--- config.mk ---
export PLATFORM = sky130hd
export DESIGN_NAME = clock_supervisor
export DESIGN_NICKNAME = d
export VERILOG_FILES = /design/src/rtl/clock_pkg.sv /design/src/rtl/sync_2ff.sv /design/src/rtl/clock_supervisor.sv
export SDC_FILE = /design/constraint.sdc
export NUM_CORES = 1
export LEC_CHECK = 0
export BUFFER_PORTS_ARGS = -buffer_cell sky130_fd_sc_hd__buf_2
export CAP_MARGIN = 10
export CORE_MARGIN = 3
export CORE_UTILIZATION = 30
export CTS_CLUSTER_SIZE = 40
export DETAILED_ROUTE_END_ITERATION = 6
export PLACE_DENSITY_LB_ADDON = 0.2
export SLEW_MARGIN = 40
export SYNTH_ARGS = -nofsm -noshare
export SYNTH_HDL_FRONTEND = slang
export SYNTH_SLANG_ARGS = --single-unit
--- constraint.sdc ---
create_clock -name clk_100m -period 2 [get_ports clk_100m]
set_input_delay 0.2 -clock clk_100m [delete_from_list [all_inputs] [get_ports clk_100m]]
set_output_delay 0.2 -clock clk_100m [all_outputs]
set_load 0.1 [all_outputs]
--- src/rtl/clock_pkg.sv ---
// Shared state encoding and elaboration helpers for the clock supervisor.
package clock_pkg;

  typedef enum logic [2:0] {
    RESET,
    WAIT_LOCK,
    STABLE,
    RUN,
    FAULT
  } state_t;

  function automatic int max3(input int a, input int b, input int c);
    int m;
    m = (a > b) ? a : b;
    return (m > c) ? m : c;
  endfunction

endpackage

--- src/rtl/sync_2ff.sv ---
// Two-flop synchroniser for a single asynchronous level; both flops clear on rst.
module sync_2ff (
  input  logic clk,
  input  logic rst,
  input  logic d,
  output logic q
);

  logic meta_reg;

  always_ff @(posedge clk or posedge rst) begin
    if (rst) begin
      meta_reg <= 1'b0;
      q        <= 1'b0;
    end else begin
      meta_reg <= d;
      q        <= meta_reg;
    end
  end

endmodule

--- src/rtl/clock_supervisor.sv ---
// Sequences the MMCM reset, waits for a stable lock, then releases the system reset.
// Repeated lock failures latch a fault until the next rst.
module clock_supervisor
  import clock_pkg::*;
#(
  parameter int RST_CYCLES    = 16,
  parameter int LOCK_TIMEOUT  = 100000,
  parameter int STABLE_CYCLES = 1024,
  parameter int MAX_RETRY     = 4
) (
  input  logic       clk_100m,
  input  logic       rst,
  input  logic       clk_locked,
  output logic       mmcm_rst,
  output logic       sys_rst,
  output logic [7:0] relock_count,
  output logic       fault
);

  localparam int TIMER_MAX = max3(RST_CYCLES, LOCK_TIMEOUT, STABLE_CYCLES);
  localparam int TIMER_W   = (TIMER_MAX > 1) ? $clog2(TIMER_MAX) : 1;
  localparam int RETRY_W   = $clog2(MAX_RETRY + 1);

  localparam logic [TIMER_W-1:0] RST_LAST    = TIMER_W'(RST_CYCLES - 1);
  localparam logic [TIMER_W-1:0] LOCK_LAST   = TIMER_W'(LOCK_TIMEOUT - 1);
  localparam logic [TIMER_W-1:0] STABLE_LAST = TIMER_W'(STABLE_CYCLES - 1);
  localparam logic [RETRY_W-1:0] RETRY_LAST  = RETRY_W'(MAX_RETRY - 1);

  logic               locked_s;
  state_t             state_reg, state_next;
  logic [TIMER_W-1:0] timer_reg, timer_next;
  logic [RETRY_W-1:0] retry_reg, retry_next;
  logic               armed_reg;
  logic [7:0]         relock_next;

  sync_2ff u_sync (
    .clk (clk_100m),
    .rst (rst),
    .d   (clk_locked),
    .q   (locked_s)
  );

  always_comb begin
    state_next  = state_reg;
    timer_next  = timer_reg + 1'b1;
    retry_next  = retry_reg;
    relock_next = relock_count;

    case (state_reg)
      RESET: begin
        // The first edge after rst only arms the counter, so the pulse
        // spans a full RST_CYCLES edges just as it does on a retry.
        if (!armed_reg) begin
          timer_next = timer_reg;
        end else if (timer_reg == RST_LAST) begin
          state_next = WAIT_LOCK;
          timer_next = '0;
        end
      end

      WAIT_LOCK: begin
        if (locked_s) begin
          state_next = STABLE;
          timer_next = '0;
        end else if (timer_reg == LOCK_LAST) begin
          state_next = (retry_reg == RETRY_LAST) ? FAULT : RESET;
          retry_next = retry_reg + 1'b1;
          timer_next = '0;
        end
      end

      STABLE: begin
        if (!locked_s) begin
          state_next = (retry_reg == RETRY_LAST) ? FAULT : RESET;
          retry_next = retry_reg + 1'b1;
          timer_next = '0;
        end else if (timer_reg == STABLE_LAST) begin
          state_next = RUN;
          retry_next = '0;
          timer_next = '0;
        end
      end

      RUN: begin
        timer_next = '0;
        if (!locked_s) begin
          state_next  = RESET;
          relock_next = (relock_count == 8'hFF) ? relock_count : relock_count + 8'd1;
        end
      end

      FAULT: begin
        timer_next = '0;
      end

      default: begin
        state_next = RESET;
        timer_next = '0;
      end
    endcase
  end

  // Outputs decode the next state so they switch on the same edge as the state.
  always_ff @(posedge clk_100m or posedge rst) begin
    if (rst) begin
      state_reg    <= RESET;
      timer_reg    <= '0;
      retry_reg    <= '0;
      armed_reg    <= 1'b0;
      relock_count <= 8'd0;
      mmcm_rst     <= 1'b1;
      sys_rst      <= 1'b1;
      fault        <= 1'b0;
    end else begin
      state_reg    <= state_next;
      timer_reg    <= timer_next;
      retry_reg    <= retry_next;
      armed_reg    <= 1'b1;
      relock_count <= relock_next;
      mmcm_rst     <= (state_next == RESET) || (state_next == FAULT);
      sys_rst      <= (state_next != RUN);
      fault        <= (state_next == FAULT);
    end
  end

endmodule

==> results.md, run 1 <==
* Final Instance Area at 0.00232 mm2
* Pwr Density at 833 mW/mm2
* Number of core rows at 28
* Post-synthesis cell area at 0.00187 mm2
* DIE AREA at 0.00721 mm2
* Remaining routing DRC violations at 0
* Die outline height at 84.9 um
* Highest metal layer used by the detailed router: met4
* Number of nets in the layout at 230
* Routed length per instance at 12.3 um
* Maximum vdd ir drop at ~0.38 mV
* Max Cap Violations at 0
* Wire length on met1 at about 1800 um
* Clock sinks at 37
* Critical path, cell by cell: or4_4 -> nor3_4 -> a21bo_2 -> and4_4 -> buf_12 -> o2bb2ai_1
* Required time worst endpoint at 2180 ps
* Total Routed Length at around 3700 um
* Setup violations, final at 0
* Final Hold Slack at about 2.3 ps
* Clock Pin Slew Worst Setup and Hold Paths at ~80 ps
* Family with the most delay on the worst path: simple AND/OR/NAND/NOR gates
* HP Class: in2async
* Largest net degree at the start of global routing at 38
* Number of buffers added by the clock tree synthesis step at 5
* Area of the placeable core at 0.00599 mm2
* Cell total after placement at 286
* Count of warnings emitted by yosys at 0
* Peak fanout along the critical path at 14
* Final cell count without fillers at 299
* Setup_tns at 0 ps
* Placed cell area at 0.00214 mm2
* Number of port buffers at 13
* Final HPWL from detailed placement at 2670 um
* Post-Synthesis Cells at about 190
* Portion of the post-synthesis area used by sequential elements at about half
* Leakage at 1.05 nW
* Number of buffers on the longest clock path at 2
* Placer Congestion at between 0.7 and 0.8
* Time the final worst path needs with I/O delays and setup at a little under 2000 ps
* Initial DRC Count at 41
* GR Util All Layers at 11.5%
* Clock latency at the later pin of the worst-skew pair at 290 ps
* Flop and latch count out of synthesis at 37
* Initial antenna violation count at 0
* Peak per-stage delay on the critical path at 570 ps
* Avg Inst Size Synth at 10.1 um2
* Final max-slew violation count at 0
* Setup repair after global routing missed its margin: yes
* Final period utilization at 96.8%
* Number of routed nets with antenna violations at 0
* Syn nets at 192
* Setup crit start kind: flop
* Antenna cells at 0
* Via density per instance at 4.76
* CTS tree: done
* Proportion of layout cells with a drive suffix above 1 at 31.7%
* WL met3 at around 86 um
* I/O Pins at 14
* Length of routed met2 wiring at 1730 um
* Number of fillers in the final layout at 582
* Total vias in the final route at 1,422
* Crit Path Class: reg2reg
* Hold violation total from the final report at 0
* First drt pass iteration count at 4
* Number of global-route vias before repair at 1,435
* Setup crit end kind: flop
* Largest register FFs at 17
* Outcome: finished clean
* Count of cell types in the netlist at 41
* Area added between synthesis and finish at 24.2%
* H-tree levels at 2
* Die outline width at 84.9 um
* Arrival @ worst endpoint at 2120 ps
* Worst clock skew at approximately 7.7 ps
* Fmax achieved at a little over 0.5 GHz
* Critical path's slowest cell: sky130_fd_sc_hd__or4_4
* Wire length of the first global-routing pass at 6650 um
* Number of buffer and inverter stages on the critical path at 1
* Overflow left after global routing at 0
* Root buffer cell: sky130_fd_sc_hd__clkbuf_8
* Initial Util at 31.2%
-- cell families (layout without fill, tap and decap cells) --
logic type	count (synthesis)	after routing	share of synthesized area (%)
XOR/XNOR	18	18	8.44
buffers and inverters	11	50	3.22
AND/OR/NAND/NOR	91	91	25.1
multiplexers	4	4	2.41
other	1	1	0.201
flip-flops	37	37	49.7
AO/OA/AOI/OAI	19	19	8.18
adder cells (fa/ha/maj)	4	4	2.68
-- cells in the final DEF (no fill, tap or decap), types with 2 or more instances in the layout --
cell type,instances
sky130_fd_sc_hd__nand3_1,8
sky130_fd_sc_hd__a21oi_1,2
sky130_fd_sc_hd__buf_2,13
sky130_fd_sc_hd__nor2_1,27
sky130_fd_sc_hd__nand2b_1,4
sky130_fd_sc_hd__mux2_2,4
sky130_fd_sc_hd__nor2b_1,2
sky130_fd_sc_hd__buf_4,20
sky130_fd_sc_hd__dfrtp_2,7
sky130_fd_sc_hd__inv_1,7
sky130_fd_sc_hd__a21bo_2,3
sky130_fd_sc_hd__dfstp_2,2
sky130_fd_sc_hd__dfrtp_1,28
sky130_fd_sc_hd__xor2_1,7
sky130_fd_sc_hd__nand3b_1,2
sky130_fd_sc_hd__nor3_1,9
sky130_fd_sc_hd__or3_1,2
sky130_fd_sc_hd__nand2_1,15
sky130_fd_sc_hd__clkbuf_8,5
sky130_fd_sc_hd__nor4_1,2
sky130_fd_sc_hd__o2bb2ai_1,2
sky130_fd_sc_hd__a32o_1,2
sky130_fd_sc_hd__nand4_1,7
sky130_fd_sc_hd__or2_2,3
sky130_fd_sc_hd__xnor2_1,11
sky130_fd_sc_hd__ha_1,4
sky130_fd_sc_hd__and2_1,2
-- worst paths after layout --
| check | end | start | cells past startpoint | slack [ps] |
|---|---|---|---|---|
| min in group clk_100m | u_sync.q | u_sync.meta_reg | 0 | 360 |
| worst max-delay path | timer_reg[4] | timer_reg[11] | 6 | 60 |
| worst max register to register | timer_reg[4] | timer_reg[11] | 6 | 60 |
| worst min register to register | u_sync.q | u_sync.meta_reg | 0 | 360 |
| max in group asynchronous | sys_rst | rst | 3 | 1640 |
| worst min-delay path | retry_reg[0] | rst | 3 | 2 |
-- layer usage --
layer	global-route usage, %	vias to the layer above
li1	-	721
met1	15.6	682
met2	17.7	15
met3	2.91	4
met4	4.32	0
met5	0	-
-- metrics by stage --
| stage | worst slack (ps) | power, mW | utilization (%) |
|---|---|---|---|
| global route | -20.6 | 2.06 | 38.7 |
| finish | 63.2 | 1.93 | 38.7 |
| floorplan | 60.3 | 1.15 | - |
| CTS | 35.9 | 1.93 | 37.8 |
| detailed placement | -81.0 | 1.26 | 35.7 |
| global placement | -39.0 | 1.26 | 35.7 |
-- power breakdown --
group | switching (mW) | total, mW | internal, mW
clock network | 0.287 | 0.660 | 0.373
logic | 0.199 | 0.384 | 0.186
registers | 0.0636 | 0.887 | 0.823
total | 0.549 | 1.93 | 1.38
-- worst register-to-register path, delay by kind of cell, from the launching register on --
family	cells	cell delay [ps]
simple gates	3	1010
flops	1	390
compound gates	2	280
buf+inv	1	140
-- cell usage after synthesis --
cell type                   count  area [um2]
sky130_fd_sc_hd__or2_2          3        18.8
sky130_fd_sc_hd__o21bai_1       1        7.51
sky130_fd_sc_hd__nand2_1       15        56.3
sky130_fd_sc_hd__inv_1          7        26.3
sky130_fd_sc_hd__o211ai_1       1        7.51
sky130_fd_sc_hd__buf_8          1        15.0
sky130_fd_sc_hd__a21bo_2        3        30.0
sky130_fd_sc_hd__and4_1         1        8.76
sky130_fd_sc_hd__nor3_1         9        45.0
sky130_fd_sc_hd__nand4_1        7        43.8
sky130_fd_sc_hd__dfrtp_1       35         876
sky130_fd_sc_hd__o311a_1        1        10.0
sky130_fd_sc_hd__xnor2_1       11        96.3
sky130_fd_sc_hd__or4_4          1        11.3
sky130_fd_sc_hd__nor4_2         1        12.5
sky130_fd_sc_hd__a31oi_1        1        6.26
sky130_fd_sc_hd__a311oi_1       1        8.76
sky130_fd_sc_hd__conb_1         1        3.75
sky130_fd_sc_hd__or3_1          3        18.8
sky130_fd_sc_hd__ha_1           4        50.1
sky130_fd_sc_hd__dfstp_2        2        52.6
sky130_fd_sc_hd__o21ai_0        2        10.0
sky130_fd_sc_hd__a31o_2         1        8.76
sky130_fd_sc_hd__nor3_4         1        16.3
sky130_fd_sc_hd__nor2_1        27         101
sky130_fd_sc_hd__or4_1          1        7.51
sky130_fd_sc_hd__a21oi_1        2        10.0
sky130_fd_sc_hd__nor4_1         2        12.5
sky130_fd_sc_hd__nor2_2         1        6.26
sky130_fd_sc_hd__o2bb2ai_1      3        26.3
sky130_fd_sc_hd__mux2_2         4        45.0
sky130_fd_sc_hd__a32o_1         2        20.0
sky130_fd_sc_hd__nand3_1        9        45.0
sky130_fd_sc_hd__buf_6          1        11.3
sky130_fd_sc_hd__nor2b_1        2        12.5
sky130_fd_sc_hd__and2_1         2        12.5
sky130_fd_sc_hd__nand3b_1       2        15.0
sky130_fd_sc_hd__xor2_1         7        61.3
sky130_fd_sc_hd__a21o_1         1        7.51
sky130_fd_sc_hd__clkbuf_1       2        7.51
sky130_fd_sc_hd__nand2b_1       4        25.0
-- layout make-up --
cell class / instances / area (um2) / share of cell area [%]
multi-input cells: 137 / 901 / 38.9
clock inverters: 3 / 46.3 / 2.00
repair buffers: 35 / 245 / 10.6
flip-flops and latches: 37 / 937 / 40.4
well taps: 75 / 93.8 / 4.05
clock buffers: 5 / 68.8 / 2.97
inverters: 7 / 26.3 / 1.13
-- repair_timing --
item                       4_1_cts  5_1_grt
setup buffers                    0        4
setup endpoints to repair       18       19
hold endpoints to repair         1        0
resized for setup                2        6
hold buffers                     1        0
pin swaps                        2        1
Note: power is estimated with default switching activity, not from simulation.
==> inputs of run 2 (changes only) <==
--- a/constraint.sdc
+++ b/constraint.sdc
@@ -3,2 +3,2 @@
 set_output_delay 0.2 -clock clk_100m [all_outputs]
-set_load 0.1 [all_outputs]
+set_load 0.05 [all_outputs]
==> results.md, run 2 (synthesis gave the netlist of run 1 again) <==
* Maximum vdd ir drop at 0.467 mV (was 0.380 mV)
* Wire length of the first global-routing pass at 6430 um (was 6650 um)
* Peak fanout along the critical path at 8 (was 14)
* Crit Path Class: reg2reg (unchanged)
* Required time worst endpoint at 2180 ps (about the same)
* Arrival @ worst endpoint at 2110 ps (was 2120 ps)
* Total vias in the final route at 1,406 (was 1,422)
* Via density per instance at 4.75 (was 4.76)
* Max Cap Violations at 0 (unchanged)
* Setup crit start kind: flop (unchanged)
* Initial Util at 31.2% (unchanged)
* Setup violations, final at 0 (unchanged)
* Overflow left after global routing at 0 (unchanged)
* Logic pwr share at 17.1% (was 19.9%)
* Worst-case setup slack after placement at -95.7 ps (was -81.0 ps)
* Worst-case setup margin in the final layout at 74.9 ps (was 63.2 ps)
* CTS tree: done (unchanged)
* Hold violation total from the final report at 0 (unchanged)
* Area added between synthesis and finish at 23.5% (was 24.2%)
* Net switching power of the design at 0.515 mW (was 0.549 mW)
* Final max-slew violation count at 0 (unchanged)
* Fmax achieved at 0.519 GHz (was 0.516 GHz)
* Antenna cells at 0 (unchanged)
* Area of the placeable core at 0.00599 mm2 (unchanged)
* Number of nets in the layout at 227 (was 230)
* Remaining routing DRC violations at 0 (unchanged)
* HP Class: in2async (unchanged)
* Setup crit end kind: flop (unchanged)
* Critical path's slowest cell: sky130_fd_sc_hd__or4_4 (unchanged)
* DIE AREA at 0.00721 mm2 (unchanged)
* Share of total power in the clock network at 38.2% (was 34.2%)
* Setup_tns at 0 ps (unchanged)
* Setup repair after global routing missed its margin: yes (unchanged)
* Routed length per instance at 12.3 um (about the same)
* Initial DRC Count at 50 (was 41)
* Final HPWL from detailed placement at 2720 um (was 2670 um)
* Critical path, cell by cell: or4_4 -> nor3_4 -> a21bo_2 -> and4_4 -> buf_6 -> nor2_2 (was or4_4 -> nor3_4 -> a21bo_2 -> and4_4 -> buf_12 -> o2bb2ai_1)
* First drt pass iteration count at 4 (unchanged)
* Number of routed nets with antenna violations at 0 (unchanged)
* Number of core rows at 28 (unchanged)
* Area of combinational cells with multiple inputs at 906 um2 (was 901 um2)
* Commonest non-fill, non-tap cell in the layout: sky130_fd_sc_hd__dfrtp_1 (unchanged)
* Storage element area at 928 um2 (was 937 um2)
* Proportion of layout cells with a drive suffix above 1 at 28.1% (was 31.7%)
* Largest net degree at the start of global routing at 38 (unchanged)
* Root buffer cell: sky130_fd_sc_hd__clkbuf_8 (unchanged)
* Worst clock skew at 8.41 ps (was 7.71 ps)
* Peak per-stage delay on the critical path at 570 ps (about the same)
* Initial antenna violation count at 0 (unchanged)
* Time the final worst path needs with I/O delays and setup at 1930 ps (was 1940 ps)
* Number of fillers in the final layout at 587 (was 582)
* Clock latency at the later pin of the worst-skew pair at 290 ps (about the same)
* Clock sinks at 37 (unchanged)
* Commonest cells after routing, fill and taps aside: sky130_fd_sc_hd__dfrtp_1, sky130_fd_sc_hd__nor2_1, sky130_fd_sc_hd__buf_4 (unchanged)
* Number of buffers on the longest clock path at 2 (unchanged)
* Number of port buffers at 13 (unchanged)
* Largest register FFs at 17 (unchanged)
* Leakage at 1.06 nW (was 1.05 nW)
* Placer Congestion at 0.748 (was 0.753)
* I/O Pins at 14 (unchanged)
* Pwr Density at 868 mW/mm2 (was 833 mW/mm2)
* Number of buffers added by the clock tree synthesis step at 5 (unchanged)
* Internal cell power at 1.49 mW (was 1.38 mW)
* Die outline height at 84.9 um (unchanged)
* GR Util All Layers at 11.2% (was 11.5%)
* Clock Pin Slew Worst Setup and Hold Paths at 80 ps (about the same)
* H-tree levels at 2 (unchanged)
* Share of total power consumed by net switching at 25.7% (was 28.4%)
* Die outline width at 84.9 um (unchanged)
* Total Routed Length at 3650 um (was 3680 um)
* Number of global-route vias before repair at 1,337 (was 1,435)
* Sequential cell fraction of total power at 44.6% (was 45.9%)
* Outcome: finished clean (unchanged)
* Final period utilization at 96.3% (was 96.8%)
-- run 2: cell types whose count changed in the layout (fill, tap and decap cells not counted), moves of 2 or more --
cell / change
sky130_fd_sc_hd__buf_6: +2
sky130_fd_sc_hd__dfrtp_1: +7
sky130_fd_sc_hd__dfrtp_2: -7
sky130_fd_sc_hd__buf_4: -4
-- run 2: worst max-delay path: cells and delay by family (launching register included) --
family          cells  cell delay (ps)
flops               1              390
simple gates        4             1070
compound gates      1              220
buf+inv             1              130
-- run 2: final cells by class --
cell class	instances	share of cell area, %
clock buffers	5	2.98
clock inverters	3	2.82
multi-input cells	137	39.3
inverters	7	1.14
flip-flops and latches	37	40.3
repair buffers	32	9.44
well taps	75	4.07
-- run 2: worst paths after layout --
path	from	end	slack (ps)	cells past startpoint
min in group clk_100m	u_sync.meta_reg	u_sync.q	350	0
hold / removal	rst	relock_count[5]	4	3
hold reg to reg	u_sync.meta_reg	u_sync.q	350	0
max in group asynchronous	rst	sys_rst	1640	3
setup / recovery	timer_reg[14]	timer_reg[14]	70	6
setup reg to reg	timer_reg[14]	timer_reg[14]	70	6
-- run 2: power by group through the flow --
stage                     Sequential [mW]  Clock [mW]  Combinational [mW]
after floorplan                     0.904           0               0.228
after global placement              0.902           0               0.323
after detailed placement            0.905           0               0.323
after CTS                           0.890       0.791               0.329
after global routing                0.907       0.821               0.395
final                               0.894       0.766               0.343
-- run 2: per-stage QoR --
step	area [um2]	utilization, %	power (mW)	instances	hold WS [ps]
6_report	2310	38.5	2.00	296	3.95
2_1_floorplan	1870	-	1.13	185	231
3_5_place_dp	2110	35.3	1.23	285	312
3_3_place_gp	2110	35.3	1.22	285	312
5_1_grt	2310	38.5	2.12	296	58.8
4_1_cts	2260	37.7	2.01	294	13.5
-- run 2: timing repair --
| action | in CTS | in global routing |
|---|---|---|
| pin swaps | 0 | 4 |
| endpoints found under the hold margin | 1 | 0 |
| hold buffers | 1 | 0 |
| setup buffers | 0 | 2 |
| gates resized for setup | 1 | 8 |
| gates cloned | 0 | 0 |
| endpoints found under the setup margin | 4 | 19 |
-- run 2: routing by layer --
layer / GRT usage (%) / part of all wire (%) / routed length, um
met5: 0 / 0 / 0
met3: 3.20 / 2.3 / 83
met1: 15.5 / 51 / 1860
met4: 4.32 / 1.9 / 68
met2: 16.7 / 45 / 1640
==> inputs of run 3 (changes only) <==
- RECOVER_POWER: not set -> 100
==> results.md, run 3 (synthesis gave the netlist of run 1 again) <==
* Outcome: finished clean (unchanged)
* Worst-case setup slack after placement at -95.7 ps (unchanged)
* Number of global-route vias before repair at 1,337 (unchanged)
* Final max-slew violation count at 0 (unchanged)
* Crit Path Class: reg2reg (unchanged)
* Reg2reg start: timer_reg[14] (unchanged)
* Pwr Density at 874 mW/mm2 (was 868 mW/mm2)
* Number of routed nets with antenna violations at 0 (unchanged)
* Number of core rows at 28 (unchanged)
* Die outline width at 84.9 um (unchanged)
* Area added between synthesis and finish at 22.7% (was 23.5%)
* Setup crit end kind: flop (unchanged)
* Proportion of layout cells with a drive suffix above 1 at 23.1% (was 28.1%)
* Number of buffers on the longest clock path at 2 (unchanged)
* Setup repair after global routing missed its margin: yes (unchanged)
* Worst-case setup margin in the final layout at 74.3 ps (was 74.9 ps)
* Largest register FFs at 17 (unchanged)
* Peak fanout along the critical path at 8 (unchanged)
* Setup violations, final at 0 (unchanged)
* Area of the placeable core at 0.00599 mm2 (unchanged)
* Fmax achieved at 0.519 GHz (about the same)
* Time the final worst path needs with I/O delays and setup at 1930 ps (about the same)
* Total vias in the final route at 1,398 (was 1,406)
* Hold violation total from the final report at 0 (unchanged)
* Commonest non-fill, non-tap cell in the layout: sky130_fd_sc_hd__dfrtp_1 (unchanged)
* Initial DRC Count at 58 (was 50)
* Worst max-slew margin expressed relative to the limit at 38.6%
* Leakage at 1.02 nW (was 1.06 nW)
* Commonest cells after routing, fill and taps aside: sky130_fd_sc_hd__dfrtp_1, sky130_fd_sc_hd__nor2_1, sky130_fd_sc_hd__nand2_1, sky130_fd_sc_hd__buf_4 (was sky130_fd_sc_hd__dfrtp_1, sky130_fd_sc_hd__nor2_1, sky130_fd_sc_hd__buf_4)
* Antenna cells at 0 (unchanged)
* GR Util All Layers at 11.2% (unchanged)
* CTS tree: done (unchanged)
* H-tree levels at 2 (unchanged)
* DIE AREA at 0.00721 mm2 (unchanged)
* Number of port buffers at 13 (unchanged)
* Length in cells of the worst reg-to-reg path at 6 (unchanged)
* Max Cap Violations at 0 (unchanged)
* Setup_tns at 0 ps (unchanged)
* Initial antenna violation count at 0 (unchanged)
* Number of nets in the layout at 227 (unchanged)
* Final HPWL from detailed placement at 2720 um (unchanged)
* Number of buffers added by the clock tree synthesis step at 5 (unchanged)
* Wire length of the first global-routing pass at 6430 um (unchanged)
* Remaining routing DRC violations at 0 (unchanged)
* Worst setup path startpoint: timer_reg[14] (unchanged)
* Overflow left after global routing at 0 (unchanged)
* Root buffer cell: sky130_fd_sc_hd__clkbuf_8 (unchanged)
* HP Class: in2async (unchanged)
* Setup crit start kind: flop (unchanged)
* Routed length per instance at 12.4 um (was 12.3 um)
* Arrival @ worst endpoint at 2110 ps (about the same)
* Transition time at the pin with the least slew margin at 921 ps
* First drt pass iteration count at 4 (unchanged)
* Final standard cell utilization of the core at 38.2% (was 38.5%)
* Clock sinks at 37 (unchanged)
* Clock Pin Slew Worst Setup and Hold Paths at 80 ps (about the same)
* Final period utilization at 96.3% (about the same)
* Placer Congestion at 0.748 (unchanged)
* Die outline height at 84.9 um (unchanged)
* Via density per instance at 4.72 (was 4.75)
* Maximum vdd ir drop at 0.467 mV (about the same)
* I/O Pins at 14 (unchanged)
* Clock latency at the later pin of the worst-skew pair at 290 ps (about the same)
* Total Routed Length at 3660 um (was 3650 um)
* Worst clock skew at 8.42 ps (was 8.41 ps)
* Required time worst endpoint at 2180 ps (about the same)
* Initial Util at 31.2% (unchanged)
* Largest net degree at the start of global routing at 38 (unchanged)
## run 3: per-layer routing
| metal | up-vias | track usage [%] | share of wire, % |
|---|---|---|---|
| li1 | 709 | - | - |
| met1 | 669 | 15.5 | 51 |
| met2 | 14 | 16.7 | 45 |
| met3 | 6 | 3.20 | 2.8 |
| met4 | 0 | 4.32 | 1.9 |
| met5 | - | 0 | 0 |
## run 3: critical path, stage by stage (launching register included)
cell	delay, ps
sky130_fd_sc_hd__dfrtp_1	390
sky130_fd_sc_hd__or4_4	570
sky130_fd_sc_hd__nor3_4	190
sky130_fd_sc_hd__a21bo_2	220
sky130_fd_sc_hd__and4_4	260
sky130_fd_sc_hd__buf_6	130
sky130_fd_sc_hd__nor2_1	50
## run 3: final timing paths
| kind | endpoint | slack (ps) |
|---|---|---|
| max | timer_reg[13] | 70 |
| min | relock_count[5] | 170 |
| max reg2reg | timer_reg[13] | 70 |
| min reg2reg | u_sync.q | 350 |
| max in group asynchronous | timer_reg[1] | 1260 |
| min in group clk_100m | u_sync.q | 350 |
## run 3: what timing repair did
action / CTS / global route
pin swaps: 0 / 4
hold endpoints to repair: 1 / 0
endpoints found under the setup margin: 4 / 19
hold buffers: 1 / 0
resized for setup: 1 / 8
setup buffers: 0 / 2
## run 3: cell type report
type | count | area, um2
Fill cell | 589 | 3700
Sequential cell | 37 | 928
Multi-Input combinational cell | 137 | 906
Timing Repair Buffer | 32 | 201
Tap cell | 75 | 93.8
Clock buffer | 5 | 68.8
Clock inverter | 3 | 65.1
Inverter | 7 | 26.3
## run 3: through the flow
step / cells / area (um2) / hold slack (ps) / power, mW
floorplan: 185 / 1870 / 231 / 1.13
global placement: 285 / 2110 / 312 / 1.22
detailed placement: 285 / 2110 / 312 / 1.23
CTS: 294 / 2260 / 13.5 / 2.01
global route: 296 / 2290 / 274 / 2.12
finish: 296 / 2290 / 174 / 2.00
## run 3: where the power goes
| group | internal, mW | switching, mW |
|---|---|---|
| clock | 0.495 | 0.270 |
| combinational | 0.167 | 0.174 |
| sequential | 0.823 | 0.0708 |
| total | 1.49 | 0.515 |
